===== src/rtl/dump_rd_ctrl_if.sv =====
// dump_rd_ctrl_if -- request/response bundle between the dump read controller
// and its host-side driver.
//
//   strt_rd   : one-cycle request to begin a dump            (master -> slave)
//   abort     : cancel an active dump                         (master -> slave)
//   ram_addr  : last address written by capture               (master -> slave)
//   resp_sent : current byte has gone out to the host         (master -> slave)
//   rd_addr   : registered RAM read address, all 5 channels   (slave -> master)
//   rd_en     : RAM read strobe                               (slave -> master)
//   dump_vld  : RAM read data valid for sending               (slave -> master)
//   rd_done   : level, every entry has been sent              (slave -> master)
//   busy      : dump in progress                              (slave -> master)
//   timeout   : host stalled pulse                            (slave -> master)
interface dump_rd_ctrl_if #(
    parameter int LOG2 = 9
);
    logic            strt_rd;
    logic            abort;
    logic [LOG2-1:0] ram_addr;
    logic            resp_sent;
    logic [LOG2-1:0] rd_addr;
    logic            rd_en;
    logic            dump_vld;
    logic            rd_done;
    logic            busy;
    logic            timeout;

    modport master (
        output strt_rd, abort, ram_addr, resp_sent,
        input  rd_addr, rd_en, dump_vld, rd_done, busy, timeout
    );

    modport slave (
        input  strt_rd, abort, ram_addr, resp_sent,
        output rd_addr, rd_en, dump_vld, rd_done, busy, timeout
    );
endinterface


===== src/rtl/dump_rd_ctrl.sv =====
// dump_rd_ctrl -- walks the capture RAMs once, oldest entry first, handing
// each byte to the host and waiting for it to be sent before reading the next.
//
// Ports:
//   clk : system clock, rising edge
//   rst : asynchronous active-high reset
//   bus : dump_rd_ctrl_if.slave (strt_rd, abort, ram_addr, resp_sent in;
//         rd_addr, rd_en, dump_vld, rd_done, busy, timeout out)
//
// Optional feature: define DUMP_RD_TIMEOUT_EN to abandon a dump when the host
// leaves a byte unacknowledged for 65535 cycles. Without it, timeout is tied
// low and the controller waits indefinitely.
module dump_rd_ctrl #(
    parameter int ENTRIES = 384,
    parameter int LOG2    = 9
) (
    input  logic           clk,
    input  logic           rst,
    dump_rd_ctrl_if.slave  bus
);
    localparam logic [2:0] IDLE      = 3'd0;
    localparam logic [2:0] READ      = 3'd1;
    localparam logic [2:0] LAT       = 3'd2;
    localparam logic [2:0] WAIT_SENT = 3'd3;
    localparam logic [2:0] DONE      = 3'd4;

    localparam logic [LOG2-1:0] LAST = LOG2'(ENTRIES - 1);

    logic [2:0]      r_state;
    logic [LOG2-1:0] r_ptr;
    logic [LOG2-1:0] r_cnt;
    logic            r_rd_done;

    logic            w_start;
    logic [LOG2-1:0] w_start_ptr;
    logic [LOG2-1:0] w_next_ptr;

    // abort outranks a simultaneous start request
    assign w_start     = bus.strt_rd && !bus.abort &&
                         ((r_state == IDLE) || (r_state == DONE));
    // oldest entry sits just past the last written one; depth need not be 2^n
    assign w_start_ptr = (bus.ram_addr == LAST) ? '0 : bus.ram_addr + 1'b1;
    assign w_next_ptr  = (r_ptr == LAST) ? '0 : r_ptr + 1'b1;

`ifdef DUMP_RD_TIMEOUT_EN
    logic [15:0] r_to_cnt;
    logic        r_timeout;
    assign bus.timeout = r_timeout;
`else
    assign bus.timeout = 1'b0;
`endif

    always_ff @(posedge clk or posedge rst) begin
        if (rst) begin
            r_state   <= IDLE;
            r_ptr     <= '0;
            r_cnt     <= '0;
            r_rd_done <= 1'b0;
`ifdef DUMP_RD_TIMEOUT_EN
            r_to_cnt  <= '0;
            r_timeout <= 1'b0;
`endif
        end else begin
`ifdef DUMP_RD_TIMEOUT_EN
            r_timeout <= 1'b0;
`endif
            case (r_state)
                IDLE, DONE: begin
                    if (w_start) begin
                        r_state   <= READ;
                        r_rd_done <= 1'b0;
                        r_ptr     <= w_start_ptr;
                        r_cnt     <= '0;
                    end
                end
                READ: begin
                    r_state <= bus.abort ? IDLE : LAT;
                end
                LAT: begin
                    if (bus.abort) begin
                        r_state <= IDLE;
                    end else begin
                        r_state <= WAIT_SENT;
`ifdef DUMP_RD_TIMEOUT_EN
                        r_to_cnt <= '0;
`endif
                    end
                end
                WAIT_SENT: begin
                    if (bus.abort) begin
                        r_state <= IDLE;
                    end else if (bus.resp_sent) begin
                        if (r_cnt == LAST) begin
                            r_state   <= DONE;
                            r_rd_done <= 1'b1;
                        end else begin
                            r_state <= READ;
                            r_cnt   <= r_cnt + 1'b1;
                            r_ptr   <= w_next_ptr;
                        end
                    end
`ifdef DUMP_RD_TIMEOUT_EN
                    else if (r_to_cnt == 16'hFFFF) begin
                        r_timeout <= 1'b1;
                        r_state   <= IDLE;
                    end else begin
                        r_to_cnt <= r_to_cnt + 1'b1;
                    end
`endif
                end
                default: r_state <= IDLE;
            endcase
        end
    end

    // outputs are decoded from registered state only, so reset clears them at once
    assign bus.rd_addr  = r_ptr;
    assign bus.rd_en    = (r_state == READ);
    assign bus.dump_vld = (r_state == LAT);
    assign bus.rd_done  = r_rd_done;
    assign bus.busy     = (r_state == READ) || (r_state == LAT) ||
                          (r_state == WAIT_SENT);
endmodule


===== src/flat_wrapper.sv =====
// flat-port wrapper written by rule: the top's interface ports become plain ports
module dump_rd_ctrl_flat 
#(
    parameter int ENTRIES = 384,
    parameter int LOG2    = 9
)
  (clk, rst, bus_strt_rd, bus_abort, bus_ram_addr, bus_resp_sent, bus_rd_addr, bus_rd_en, bus_dump_vld, bus_rd_done, bus_busy, bus_timeout);
  dump_rd_ctrl_if #(.LOG2(LOG2)) bus_i ();
  input  logic clk;
  input  logic rst;
  input wire logic [$bits(bus_i.strt_rd)-1:0] bus_strt_rd;
  input wire logic [$bits(bus_i.abort)-1:0] bus_abort;
  input wire logic [$bits(bus_i.ram_addr)-1:0] bus_ram_addr;
  input wire logic [$bits(bus_i.resp_sent)-1:0] bus_resp_sent;
  output wire logic [$bits(bus_i.rd_addr)-1:0] bus_rd_addr;
  output wire logic [$bits(bus_i.rd_en)-1:0] bus_rd_en;
  output wire logic [$bits(bus_i.dump_vld)-1:0] bus_dump_vld;
  output wire logic [$bits(bus_i.rd_done)-1:0] bus_rd_done;
  output wire logic [$bits(bus_i.busy)-1:0] bus_busy;
  output wire logic [$bits(bus_i.timeout)-1:0] bus_timeout;
  assign bus_i.strt_rd = bus_strt_rd;
  assign bus_i.abort = bus_abort;
  assign bus_i.ram_addr = bus_ram_addr;
  assign bus_i.resp_sent = bus_resp_sent;
  assign bus_rd_addr = bus_i.rd_addr;
  assign bus_rd_en = bus_i.rd_en;
  assign bus_dump_vld = bus_i.dump_vld;
  assign bus_rd_done = bus_i.rd_done;
  assign bus_busy = bus_i.busy;
  assign bus_timeout = bus_i.timeout;
  dump_rd_ctrl #(.ENTRIES(ENTRIES), .LOG2(LOG2)) u_core (.clk(clk), .rst(rst), .bus(bus_i));
endmodule

===== config.mk =====
export PLATFORM = sky130hd
export DESIGN_NAME = dump_rd_ctrl_flat
export DESIGN_NICKNAME = d
export VERILOG_FILES = /design/src/rtl/dump_rd_ctrl_if.sv /design/src/rtl/dump_rd_ctrl.sv /design/src/flat_wrapper.sv
export SDC_FILE = /design/constraint.sdc
export NUM_CORES = 1
export LEC_CHECK = 0
export CORE_MARGIN = 2
export CORE_UTILIZATION = 46
export CTS_CLUSTER_SIZE = 10
export DETAILED_ROUTE_END_ITERATION = 7
export PLACE_DENSITY = 0.75
export SETUP_SLACK_MARGIN = 0.02
export SYNTH_ARGS = -nofsm -noshare
export SYNTH_HDL_FRONTEND = slang
export SYNTH_SLANG_ARGS = --single-unit

===== constraint.sdc =====
create_clock -name clk -period 1.8 [get_ports clk]
set_input_delay 0.27 -clock clk [delete_from_list [all_inputs] [get_ports clk]]
set_output_delay 0.27 -clock clk [all_outputs]
set_load 0.02 [all_outputs]

# ---- Yosys cells after proc, flatten, opt, wreduce, memory -nomap -nowiden
# Index checks and enable logic that the tools add are counted.
dict set report word_totals {
  regBits 22
  inputBits 14
  out_inout_bits 14
  word_cells 56
}
dict set report classes {
  n_addsub 3
  eq_ne 13
  n_mux 24
  reduce_logical 12
}
# op n
set op_table {}
lappend op_table {{two-way mux 9 bit} 10}
lappend op_table {{one-hot mux 9 bit (2 select lines)} 2}
lappend op_table {{adder 9 x 1 -> 9 bit, second input constant} 3}
lappend op_table {{equality test 9 bit, second input constant} 3}
lappend op_table {{two-way mux 3 bit} 4}
lappend op_table {{one-hot mux 3 bit (4 select lines)} 1}
lappend op_table {{AND reduction 5 bit} 2}
lappend op_table {{equality test 3 x 2 -> 1 bit, second input constant} 2}
lappend op_table {{inequality test 2 bit, second input constant} 3}
lappend op_table {{two-way mux 1 bit} 4}
lappend op_table {{two-way mux 2 bit} 2}
lappend op_table {{inequality test 2 x 1 -> 1 bit, second input constant} 2}
lappend op_table {{equality test 3 x 1 -> 1 bit, second input constant} 1}
lappend op_table {{equality test 3 bit, second input constant} 1}
lappend op_table {{zero test 3 bit} 1}
lappend op_table {{logical OR 1 bit} 3}
lappend op_table {{inequality test 3 bit, second input constant} 1}
lappend op_table {{logical AND 1 bit} 2}
lappend op_table {{one-hot mux 1 bit (2 select lines)} 1}
lappend op_table {{AND reduction 2 bit} 1}
lappend op_table {{nonzero test 2 bit} 1}
lappend op_table {{OR reduction 2 bit} 1}
lappend op_table {{zero test 1 bit} 1}

# ---- Logic depth before layout (Yosys ltp)
# Gate-level depths: netlist (run 1).
dict set report depth {
  word_depth 6
  mapped_depth 7
  ltp_nobuf 6
}

# ---- Worst setup path after synthesis (run 1)
# OpenSTA, ideal clock, no wires.
dict set report synth_timing {
  path_kind {reg2reg}
  startpoint {register u_core.r_cnt[0]}
  endpoint {register u_core.r_cnt[5]}
  setup_ns 0.076
  arrival_ns 1.792
  required_ns 1.724
  slack_ns -0.069
  stages_incl_launch_ff 8
  n_path_buf 1
  period_less_slack_ns 1.869
  path_cell_list {dfrtp_1 ha_1 nand4_2 nor4_2 or4_1 buf_2 or3_1 o21ai_1}
}
dict set report synth_between {
  elab_chain_cells 5
  word_cells_on_any_way 8
  cone_classes {add/sub (1); eq/ne (2); mux (4); reduce/logical (1)}
}
# item line_no
set synth_rtl {}
lappend synth_rtl {{start: declaration} dump_rd_ctrl.sv:31} ;# logic [LOG2-1:0] r_cnt;
lappend synth_rtl {{start signal: assignment} dump_rd_ctrl.sv:98} ;# r_cnt <= r_cnt + 1'b1;
lappend synth_rtl {{adder 9 x 1 -> 9 bit} dump_rd_ctrl.sv:98}
lappend synth_rtl {{two-way mux 9 bit} dump_rd_ctrl.sv:93} ;# if (r_cnt == LAST) begin
lappend synth_rtl {{two-way mux 9 bit} dump_rd_ctrl.sv:92} ;# end else if (bus.resp_sent) begin
lappend synth_rtl {{two-way mux 9 bit} dump_rd_ctrl.sv:90} ;# if (bus.abort) begin
lappend synth_rtl {{one-hot mux 9 bit (2 select lines)} dump_rd_ctrl.sv:67} ;# case (r_state)
# Several ways; a longest one is shown, not always the timed one. The select of a mux whose other input is x is not followed.
# A chain may end at the register's enable or synchronous reset.

# ---- Final worst setup path (run 1)
dict set report layout_timing {
  startpoint {register u_core.r_cnt[1]}
  endpoint {register u_core.r_cnt[5]}
}
# Same word-level chain as after synthesis.

==> flow_summary.toml, run 1 <==
[yosys]
ys_seq_elements = 22
yosysWarnings = 0
syn_inst = 173
seq_area_frac_synth_pct = 37.8
synth_common_cells = "dfrtp_1 (22), nor2_1 (22), o21ai_1 (21)"
avgSynthCellArea_um2 = 8.41
ys_types = 48
syn_area_mm2 = 0.00146
yosysTopAreaCellShare_pct = 37.8
synthFlopType = "dfrtp_1"
async_reset_ff_share_pct = 100
synth.net_count = 190
yosys-top-cells-area = "dfrtp_1 (38%), o21ai_1 (7.2%), nor2_1 (5.7%)"
synth_edf_count = 0
yosys.area.top_type = "dfrtp_1"

[floorplan]
boundaryPins = 28
die_h_um = 60.2
initial_core_util_pct = 48.1
die_w_um = 60.2
core_mm2 = 0.00303
rows = 20
die_area_mm2 = 0.00363

[global_routing]
antenna_found_initial = 0
grt_overflow = 0
grt_pass1_wl_mm = 6.44
grt.total_usage_pct = 23.7
grt_max_degree = 23
grt_pass1_vias = 1488

[clocking]
cts-root-buf = "clkbuf_4"
clk_pin_slew_ns = 0.14
h-tree-depth = 1
clkLatencyLatePin_ns = 0.32
clockBufferDepth = 2
clkSinkCount = 22
tritoncts = "built"
cts_buffers = 3

[worst_setup_path]
worst_r2r_startpoint = "u_core.r_cnt[1]"
required_ns = 2.06
path_max_fanout = 6
path_cells = "ha_4 > nand4_4 > nor4_4 > or4_4 > or3_1 > o21ai_1"
cp-startpoint = "u_core.r_cnt[1]"
worst-r2r-cell-count = 6
setup.worst_path.class = "register to register"
crit_cells = 6
crit_path_end = "u_core.r_cnt[5]"
cpPeakStageDelay_ns = 0.54
crit_slowest_cell = "or4_4"
path_delay_family = "simple AND/OR/NAND/NOR gates"
r2r_end = "u_core.r_cnt[5]"
critPathLaunchType = "register"
critPathCaptureType = "register"
arrival_ns = 2.05
path_buf_inv = 0
reg2reg_slack_ns = 0.009

[cells_and_area]
instances_no_fill = 271
drive_gt1_share_pct = 23.8
nets = 245
area_growth_pct = 43.7
finish.utilization_pct = 69.0
fin_area_mm2 = 0.00209
diodes = 0

[routing]
top_layer = "met4"
drtPass1Iterations = 4
vias = 1529
routed_wl_mm = 3.95
viasPerCell = 5.64
detail_route.wl_per_cell_um = 14.6
m1WireLength_mm = 1.68
dr_wl_met3_um = 167
antenna_left = 0
first_iter_violations = 106
drc = 0
met2_length_mm = 2.01

[timing]
layout_min_cycle_time_ns = 1.79
hold_violations = 0
post-route-period-util_pct = 99.5
skew_ns = 0.00912
setup_violations = 0
slew_viol_final = 0
grt_setup_unrepaired = "true"
max_freq_mhz = 558

[place]
placed_area_mm2 = 0.00187
gp_congestion = 0.820
numPortBuffers = 26
hpwl_mm = 2.72
dp.cells = 256

[power_and_ir_drop]
p_switching_mw = 0.534
p_leak_nw = 0.902
swShare_pct = 33.6
p_seq_share_pct = 40.7
power.density_mw_per_mm2 = 760
p_clk_share_pct = 24.6
power.total_mw = 1.59
peakVddDrop_v = 0.000670
p_int_mw = 1.06
combPwrFrac_pct = 34.7

[status]
status = "finished clean"

[worst_hold_path]
min_path_type = "input port to async pin"

[job]
cap_violations = 0
-- cell usage in the layout, fill, tap and decap left out, types with 2 or more instances in the layout --
cell / n
nor3_1: 3
mux2i_1: 2
clkbuf_4: 3
dlygate4sd2_1: 3
xor2_1: 2
and3_1: 2
a21o_2: 2
buf_4: 29
a21oi_1: 8
o21ai_0: 4
o22a_1: 2
ha_4: 2
clkdlybuf4s50_1: 22
dfrtp_2: 3
xnor2_1: 2
nand3b_1: 2
nand4_1: 2
inv_1: 5
nand2_1: 16
nand2b_1: 3
nand3_1: 8
a31oi_1: 2
dfrtp_1: 19
and2_1: 3
nor2_1: 22
nor2b_1: 4
o21ai_1: 20
-- stage by stage --
| step | TNS, ns | worst slack (ns) | hold slack (ns) |
|---|---|---|---|
| global placement | -1.40 | -0.135 | 0.487 |
| detailed placement | -2.37 | -0.193 | 0.508 |
| CTS | -0.00699 | -0.00699 | 0.281 |
| global route | -0.434 | -0.0893 | 0.272 |
| floorplan | -0.0143 | -0.0143 | 0.259 |
| finish | 0 | 0.00861 | 0.273 |
-- worst min-delay path, stage by stage --
cell and delay (ns):
clkdlybuf4s50_1 0.40, inv_1 0.05, buf_4 0.29
-- worst min-delay path by stage --
stage	depth (start not counted)	slack [ns]	to
floorplan	1	0.26	u_core.bus.rd_addr[0]
global placement	1	0.49	u_core.bus.rd_done
detailed placement	1	0.51	u_core.bus.rd_addr[6]
CTS	3	0.28	u_core.r_cnt[4]
global route	3	0.27	u_core.r_cnt[0]
finish	3	0.27	u_core.bus.rd_addr[2]
-- layout make-up --
type                            count  area [um2]
Inverter                            5        18.8
Sequential cell                    22         554
Fill cell                         236         937
Tap cell                           44        55.1
Clock buffer                        3        22.5
Timing Repair Buffer               56         488
Multi-Input combinational cell    140         922
Clock inverter                      1        30.0
-- power by group through the flow --
stage	registers, mW	logic [mW]	clock network, mW
floorplan	0.699	0.206	0
global placement	0.643	0.493	0
detailed placement	0.645	0.505	0
CTS	0.639	0.515	0.394
global route	0.661	0.596	0.422
finish	0.647	0.552	0.391
-- state kept, by name, indices dropped and copies added (netlist names) --
register and flops:
u_core.r_state 3, u_core.r_cnt 9, u_core.bus.rd_addr 9, u_core.bus.rd_done 1
-- routing by layer --
layer,track usage (%),vias to the layer above
met1,29.6,729
met3,2.16,9
met2,41.1,57
li1,-,734
met5,0,-
met4,10.2,0
-- repair_timing --
| action | in CTS | in global routing |
|---|---|---|
| gates cloned | 2 | 0 |
| hold buffers | 0 | 0 |
| pin swaps | 4 | 6 |
| setup buffers | 4 | 7 |
| resized for setup | 10 | 11 |
| endpoints found under the setup margin | 15 | 21 |
-- logic make-up (layout without fill, tap and decap cells) --
kind of cell | after synthesis | after routing | synth area share [%]
adder cells (fa/ha/maj) | 3 | 3 | 2.58
multiplexers | 3 | 3 | 2.15
AO/OA/AOI/OAI | 50 | 52 | 21.7
buffers and inverters | 13 | 65 | 5.76
other | 1 | 1 | 0.258
XOR/XNOR | 4 | 4 | 2.41
flip-flops | 22 | 22 | 37.8
AND/OR/NAND/NOR | 77 | 77 | 27.3
No activity file was read; power rests on OpenSTA's default activity.
==> run 2, diff against run 1 <==
==> constraint.sdc (replaced) <==
create_clock -name clk -period 1.8 [get_ports clk]
set_input_delay 0.36 -clock clk [delete_from_list [all_inputs] [get_ports clk]]
set_output_delay 0.36 -clock clk [all_outputs]
set_load 0.02 [all_outputs]
==> flow_summary.toml, run 2 (synthesized netlist as in run 1, its figures left out) <==
[place]
gp_congestion = 0.816
hpwl_mm = 2.59
numPortBuffers = 26
placed_area_mm2 = 0.00187

[routing]
first_iter_violations = 128
viasPerCell = 5.51
antenna_left = 0
drc = 0
drtPass1Iterations = 4
vias = 1477
detail_route.wl_per_cell_um = 14.2
routed_wl_mm = 3.82

[job]
cap_violations = 0

[worst_setup_path]
r2r_end = "u_core.r_cnt[5]"
reg2reg_slack_ns = 0.05
path_cells = "clkdlybuf4s50_1 > or3b_4 > a21o_4 > a21o_4 > a31o_1 > o21ai_2"
worst-r2r-cell-count = 6
critPathLaunchType = "input port"
crit_slowest_cell = "clkdlybuf4s50_1"
arrival_ns = 2.01
cpMostUsedCell = "a21o_4"
worst_r2r_startpoint = "u_core.r_cnt[1]"
setup.worst_path.class = "input port to register"
required_ns = 2.05
path_max_fanout = 6
path_buf_inv = 1
critPathCaptureType = "register"
cpPeakStageDelay_ns = 0.48
path_delay_family = "compound AO/OA/AOI/OAI gates"

[timing]
grt_setup_unrepaired = "true"
hold_ws_ns = 0.368
max_freq_mhz = 570
hold_violations = 0
setup_tns_ns = 0
skew_ns = 0.00215
setup_violations = 0
post-route-period-util_pct = 97.5
slew_viol_final = 0
layout_min_cycle_time_ns = 1.76

[cells_and_area]
diodes = 0
mostFrequentLayoutCells = "buf_4 (27), nor2_1 (22), o21ai_1 (21)"
area_growth_pct = 39.4
nets = 243
layout_commonest_cell = "buf_4"
fin_area_mm2 = 0.00203
nFillCells = 238
drive_gt1_share_pct = 21.9

[floorplan]
core_mm2 = 0.00303
boundaryPins = 28
die_w_um = 60.2
die_area_mm2 = 0.00363
initial_core_util_pct = 48.1
rows = 20
die_h_um = 60.2

[clocking]
cts_hold_buf = 0
clkLatencyLatePin_ns = 0.32
clk_pin_slew_ns = 0.12
clockBufferDepth = 2
h-tree-depth = 1
cts-root-buf = "clkbuf_4"
clkSinkCount = 22
tritoncts = "built"
cts_buffers = 3

[power_and_ir_drop]
power.total_mw = 1.41
peakVddDrop_v = 0.000441
p_leak_nw = 0.914
power.density_mw_per_mm2 = 694

[global_routing]
grt.total_usage_pct = 22.7
grt_max_degree = 23
grt_pass1_wl_mm = 6.20
grt_overflow = 0
use_met1_pct = 30.4
grt_util_met3_pct = 1.30
antenna_found_initial = 0
grt_busiest_layer = "met2"
met2_usage_pct = 38.4
grt_pass1_vias = 1384

[worst_hold_path]
min_path_type = "input port to async pin"

[status]
status = "finished clean"
run 2: changes by cell type in the layout (fill, tap and decap cells not counted), sizes merged:
cell,previous run,this run
clkdlybuf4s50,22,17
buf,30,28
bufinv,1,0
dlymetal6s2s,1,5
clkbuf,3,4
run 2: final cells by class:
type	instances	area, um2	share of cell area (%)
Tap cell	44	55.1	2.71
Timing Repair Buffer	54	478	23.6
Sequential cell	22	553	27.3
Inverter	5	18.8	0.925
Multi-Input combinational cell	140	901	44.4
Clock buffer	3	22.5	1.11
run 2: worst min-delay path, stage by stage:
cell and delay (ns):
clkdlybuf4s50_1 0.40, inv_1 0.05, buf_4 0.28
run 2: layer usage:
layer  share of wire [%]  wire length, um
met4                 1.4               53
met5                   0                0
met3                 3.5              134
met2                  51             1940
met1                  44             1690
run 2: metrics by stage:
step,utilization (%),setup WS [ns],cells
CTS,64.5,0.0219,264
floorplan,-,-0.0143,173
global placement,61.6,-0.221,256
global route,67.0,-0.0158,268
finish,67.0,0.0445,268
detailed placement,61.6,-0.264,256
run 2: worst max-delay path by stage:
stage	depth (start not counted)	from	endpoint
floorplan	7	u_core.r_cnt[0]	u_core.r_cnt[5]
detailed placement	6	bus_strt_rd	u_core.bus.rd_addr[7]
global placement	6	bus_strt_rd	u_core.bus.rd_addr[7]
CTS	1	u_core.bus.rd_addr[2]	bus_rd_addr[2]
finish	6	bus_strt_rd	u_core.bus.rd_addr[7]
global route	6	u_core.r_cnt[1]	u_core.r_cnt[5]
run 2: repair_timing:
action | CTS | global route
setup endpoints to repair | 14 | 27
setup buffers | 3 | 4
cloned | 2 | 0
pin swaps | 7 | 3
resized for setup | 11 | 14
run 2: power breakdown:
part | internal (mW) | switching [mW] | leakage [nW]
Combinational | 0.260 | 0.280 | 0.615
Clock | 0.0785 | 0.156 | 0.0138
Sequential | 0.557 | 0.0747 | 0.285
==> run 3, diff against run 2 <==
--- a/config.mk
+++ b/config.mk
@@ -5,12 +5,14 @@
 export SDC_FILE = /design/constraint.sdc
 export NUM_CORES = 1
 export LEC_CHECK = 0
+export CAP_MARGIN = 20
 export CORE_MARGIN = 2
 export CORE_UTILIZATION = 46
 export CTS_CLUSTER_SIZE = 10
 export DETAILED_ROUTE_END_ITERATION = 7
 export PLACE_DENSITY = 0.75
 export SETUP_SLACK_MARGIN = 0.02
+export SLEW_MARGIN = 20
 export SYNTH_ARGS = -nofsm -noshare
 export SYNTH_HDL_FRONTEND = slang
 export SYNTH_SLANG_ARGS = --single-unit
==> results of run 3 <==
The final DEF is identical to that of run 2; final timing and power are the same.
==> variant 1: new RTL, settings of run 3 <==
`LOG2` is set to 9 in 3 places; all go to 7.
--- a/src/rtl/dump_rd_ctrl_if.sv
+++ b/src/rtl/dump_rd_ctrl_if.sv
@@ -14,3 +14,3 @@
 interface dump_rd_ctrl_if #(
-    parameter int LOG2 = 9
+    parameter int LOG2 = 7
 );
--- a/src/rtl/dump_rd_ctrl.sv
+++ b/src/rtl/dump_rd_ctrl.sv
@@ -14,3 +14,3 @@
     parameter int ENTRIES = 384,
-    parameter int LOG2    = 9
+    parameter int LOG2    = 7
 ) (
--- a/src/flat_wrapper.sv
+++ b/src/flat_wrapper.sv
@@ -4,3 +4,3 @@
     parameter int ENTRIES = 384,
-    parameter int LOG2    = 9
+    parameter int LOG2    = 7
 )
Interface: changed (resized bus_ram_addr and bus_rd_addr); port bits go from 28 to 24. No check against the original RTL was run, so the function may have changed too.
==> variant 1 against run 3 <==
- power shrank 11%
- design area shrank 20%
- wire length shrank 14%
- area after synthesis shrank 20%
- final cell count shrank 24%
- core utilization shrank 0.47 points
- non-clock buffer count shrank 8
- combinational power shrank 14%
- sequential power shrank 17%
- worst setup slack gained 38 ps
- first-iteration DRC count shrank 77%
- register-to-register slack gained 40 ps
- sequential cell count shrank 4
- largest power group unchanged
==> variant 1: results (changes against run 3) <==
stage	metric	value	unit	change
logic_synthesis	synth-seq-area-share	38.6	%	was 37.8%
global_routing	grt_pass1_wl	5350	um	was 6200 um
clock_network	clk-insertion-delay-late	300	ps	was 320 ps
floorplanning	core	0.00243	sq mm	was 0.00303 sq mm
logic_synthesis	syn_nets	145		was 190
pwr	p_clk_share	20.6	%	was 16.7%
logic_synthesis	synth-xor-area-share	2.25	%	was 2.41%
setup_path	critPathTopFamily	buffers and inverters		was compound AO/OA/AOI/OAI gates
setup_path	startpoint_type	register		was input port
setup_path	crit_start	u_core.bus.rd_addr[6]$_DFFE_PP0P_		was bus_strt_rd
setup_path	path_max_fanout	4		was 6
setup_path	rr_startpoint	u_core.r_state[1]$_DFFE_PP0P_		was u_core.r_cnt[1]$_DFFE_PP0P_
setup_path	cp_data_arrival_time	1360	ps	was 2010 ps
global_routing	use_met2	44.4	%	was 38.4%
logic_synthesis	muxShareOfSynthArea	1.93	%	was 2.15%
logic_synthesis	synth_common_cells	18 x dfrtp_1, 14 x nand3_1, 11 x nor2_1, 10 x nand2_1, 8 x a21oi_1		was 22 x dfrtp_1, 22 x nor2_1, 21 x o21ai_1, 16 x nand2_1
outcome	outcome	complete, no violations		unchanged
drt	wl_met2	1680	um	was 1940 um
cells_and_area	finalNetCount	191		was 243
placement	place_congestion	0.851		was 0.816
pwr	p_int	0.809	mW	was 0.896 mW
logic_synthesis	ys_types	46		was 48
cells_and_area	fin_cells	205		was 268
cells_and_area	fillers	202		was 238
logic_synthesis	syn_area_per_cell	8.97	sq um	was 8.41 sq um
pwr	p_leak	0.729	nW	was 0.914 nW
global_routing	use_met1	31.3	%	was 30.4%
placement	placedCellCount	200		was 256
## variant 1: cell types whose count changed after synthesis, moves of 3 or more
cell,before,now
nor2_1,22,11
dfrtp_1,22,18
a22o_1,0,3
nand2_1,16,10
o211ai_1,0,3
nor2b_1,4,0
buf_6,4,1
and2_1,3,0
nand3_1,9,14
or4_1,1,4
inv_1,5,2
o21ai_1,21,0
## variant 1: cell type report
cell class	count	area, sq um	share of cell area (%)
repair buffers	46	394	24.4
inverters	2	7.51	0.464
flip-flops and latches	18	450	27.8
clock buffers	4	36.3	2.24
multi-input cells	105	692	42.8
well taps	30	37.5	2.32
## variant 1: metrics by stage
stage	total power, mW	cell area, sq um
floorplan	0.761	1170
global placement	0.984	1570
detailed placement	1.00	1570
CTS	1.26	1610
global route	1.32	1620
finish	1.25	1620
## variant 1: what timing repair did
action	4_1_cts	5_1_grt
setup endpoints to repair	10	12
gates cloned	0	0
buffers inserted	0	1
gates resized for setup	7	13
pin swaps	1	0
==> variant 2: new RTL, config.mk and constraints of run 3 <==
Made on the original files. Make the reset (`rst`) synchronous in one clocked block. Comments in the files are not updated.
--- a/src/rtl/dump_rd_ctrl.sv
+++ b/src/rtl/dump_rd_ctrl.sv
@@ -52,3 +52,3 @@
 
-    always_ff @(posedge clk or posedge rst) begin
+    always_ff @(posedge clk) begin
         if (rst) begin
Check against the original RTL: differs if rst is asserted again (counterexample within 4 cycles, from zero or initial values and one cycle with rst high); with rst held inactive, the same outputs for 10 cycles.
==> variant 2 against run 3 <==
- sequential cell count unchanged
- hold slack better by 140 ps
- core utilization is 4.1 points higher
- global-route usage grew 2.3 points
- wire length is 13% higher
- worst setup slack gained 8.1 ps
- design area is 5.2% higher
- area after synthesis down 1.3%
- count of clock-buffer cells in the layout unchanged
Power is not compared: it rests on default switching activity, and its combinational part moved more than twofold at a synthesized area within 25%.
==> variant 2: results (changes against run 3) <==
stage	metric	value	unit	change
logic_synthesis	synthTopCellsByArea	dfxtp_1 31%, a21oi_1 6.3%, nand3_1 5.9%		was dfrtp_1 38%, o21ai_1 7.2%, nor2_1 5.7%
placement	dp_slack	-467	ps	was -264 ps
logic_synthesis	muxShareOfSynthArea	1.48	%	was 2.15%
logic_synthesis	syn_nets	208		was 190
placement	hpwl	3120	um	was 2590 um
global_routing	grt_max_degree	20		was 23
drt	drtIter0Drc	117		was 128
setup_path	rr_startpoint	u_core.r_state[0]$_SDFFE_PP0P_		was u_core.r_cnt[1]$_DFFE_PP0P_
logic_synthesis	yosys.area_share.adder	2.61	%	was 2.58%
logic_synthesis	ys.flop_type	dfxtp_1		was dfrtp_1
setup_path	path_max_fanout	5		was 6
drt	routed_via_density	6.06		was 5.51
global_routing	met3_usage	3.03	%	was 1.30%
global_routing	grt_pass1_wl	6960	um	was 6200 um
logic_synthesis	async_flop_share	0	%	was 100%
outcome	outcome	complete, no violations		unchanged
logic_synthesis	synth_compound_gate_area_share	24.7	%	was 21.7%
placement	place_congestion	0.852		was 0.816
logic_synthesis	ys_types	49		was 48
logic_synthesis	synth-xor-area-share	1.83	%	was 2.41%
timing	hold_ws	512	ps	was 368 ps
logic_synthesis	synth-seq-area-share	30.7	%	was 37.8%
timing	finalClockSkew	7.14	ps	was 2.15 ps
global_routing	grt_pass1_vias	1650		was 1384
drt	wl_per_cell	15.2	um	was 14.2 um
global_routing	use_met1	31.7	%	was 30.4%
global_routing	use_met2	42.9	%	was 38.4%
setup_path	startpoint_type	register		was input port
[variant 2: layout make-up]
type | instances | area share, %
Multi-Input combinational cell | 154 | 46.7
Timing Repair Buffer | 66 | 27.2
Sequential cell | 22 | 21.0
Tap cell | 33 | 1.94
Clock inverter | 1 | 1.41
Clock buffer | 3 | 1.06
Inverter | 4 | 0.704
[variant 2: critical path, cell delays in order (launching register included)]
cell and delay [ps]:
dfxtp_2 360, or3b_4 400, a21o_4 240, nor3_4 170
or4b_1 460, nand3_1 80
[variant 2: timing repair]
item	4_1_cts	5_1_grt
buffers inserted	6	1
pin swaps	7	9
setup endpoints to repair	20	22
resized for setup	18	21
endpoints found under the hold margin	0	0
[variant 2: through the flow]
step	instances	instance area, sq um
CTS	282	2060
detailed placement	272	1950
finish	283	2130
global route	283	2130
floorplan	191	1440
global placement	272	1950
[variant 2: metal layers]
metal / part of all wire (%) / wire length (um)
met1: 42 / 1810
met2: 50 / 2170
met3: 6.4 / 276
met4: 1.3 / 55
met5: 0 / 0
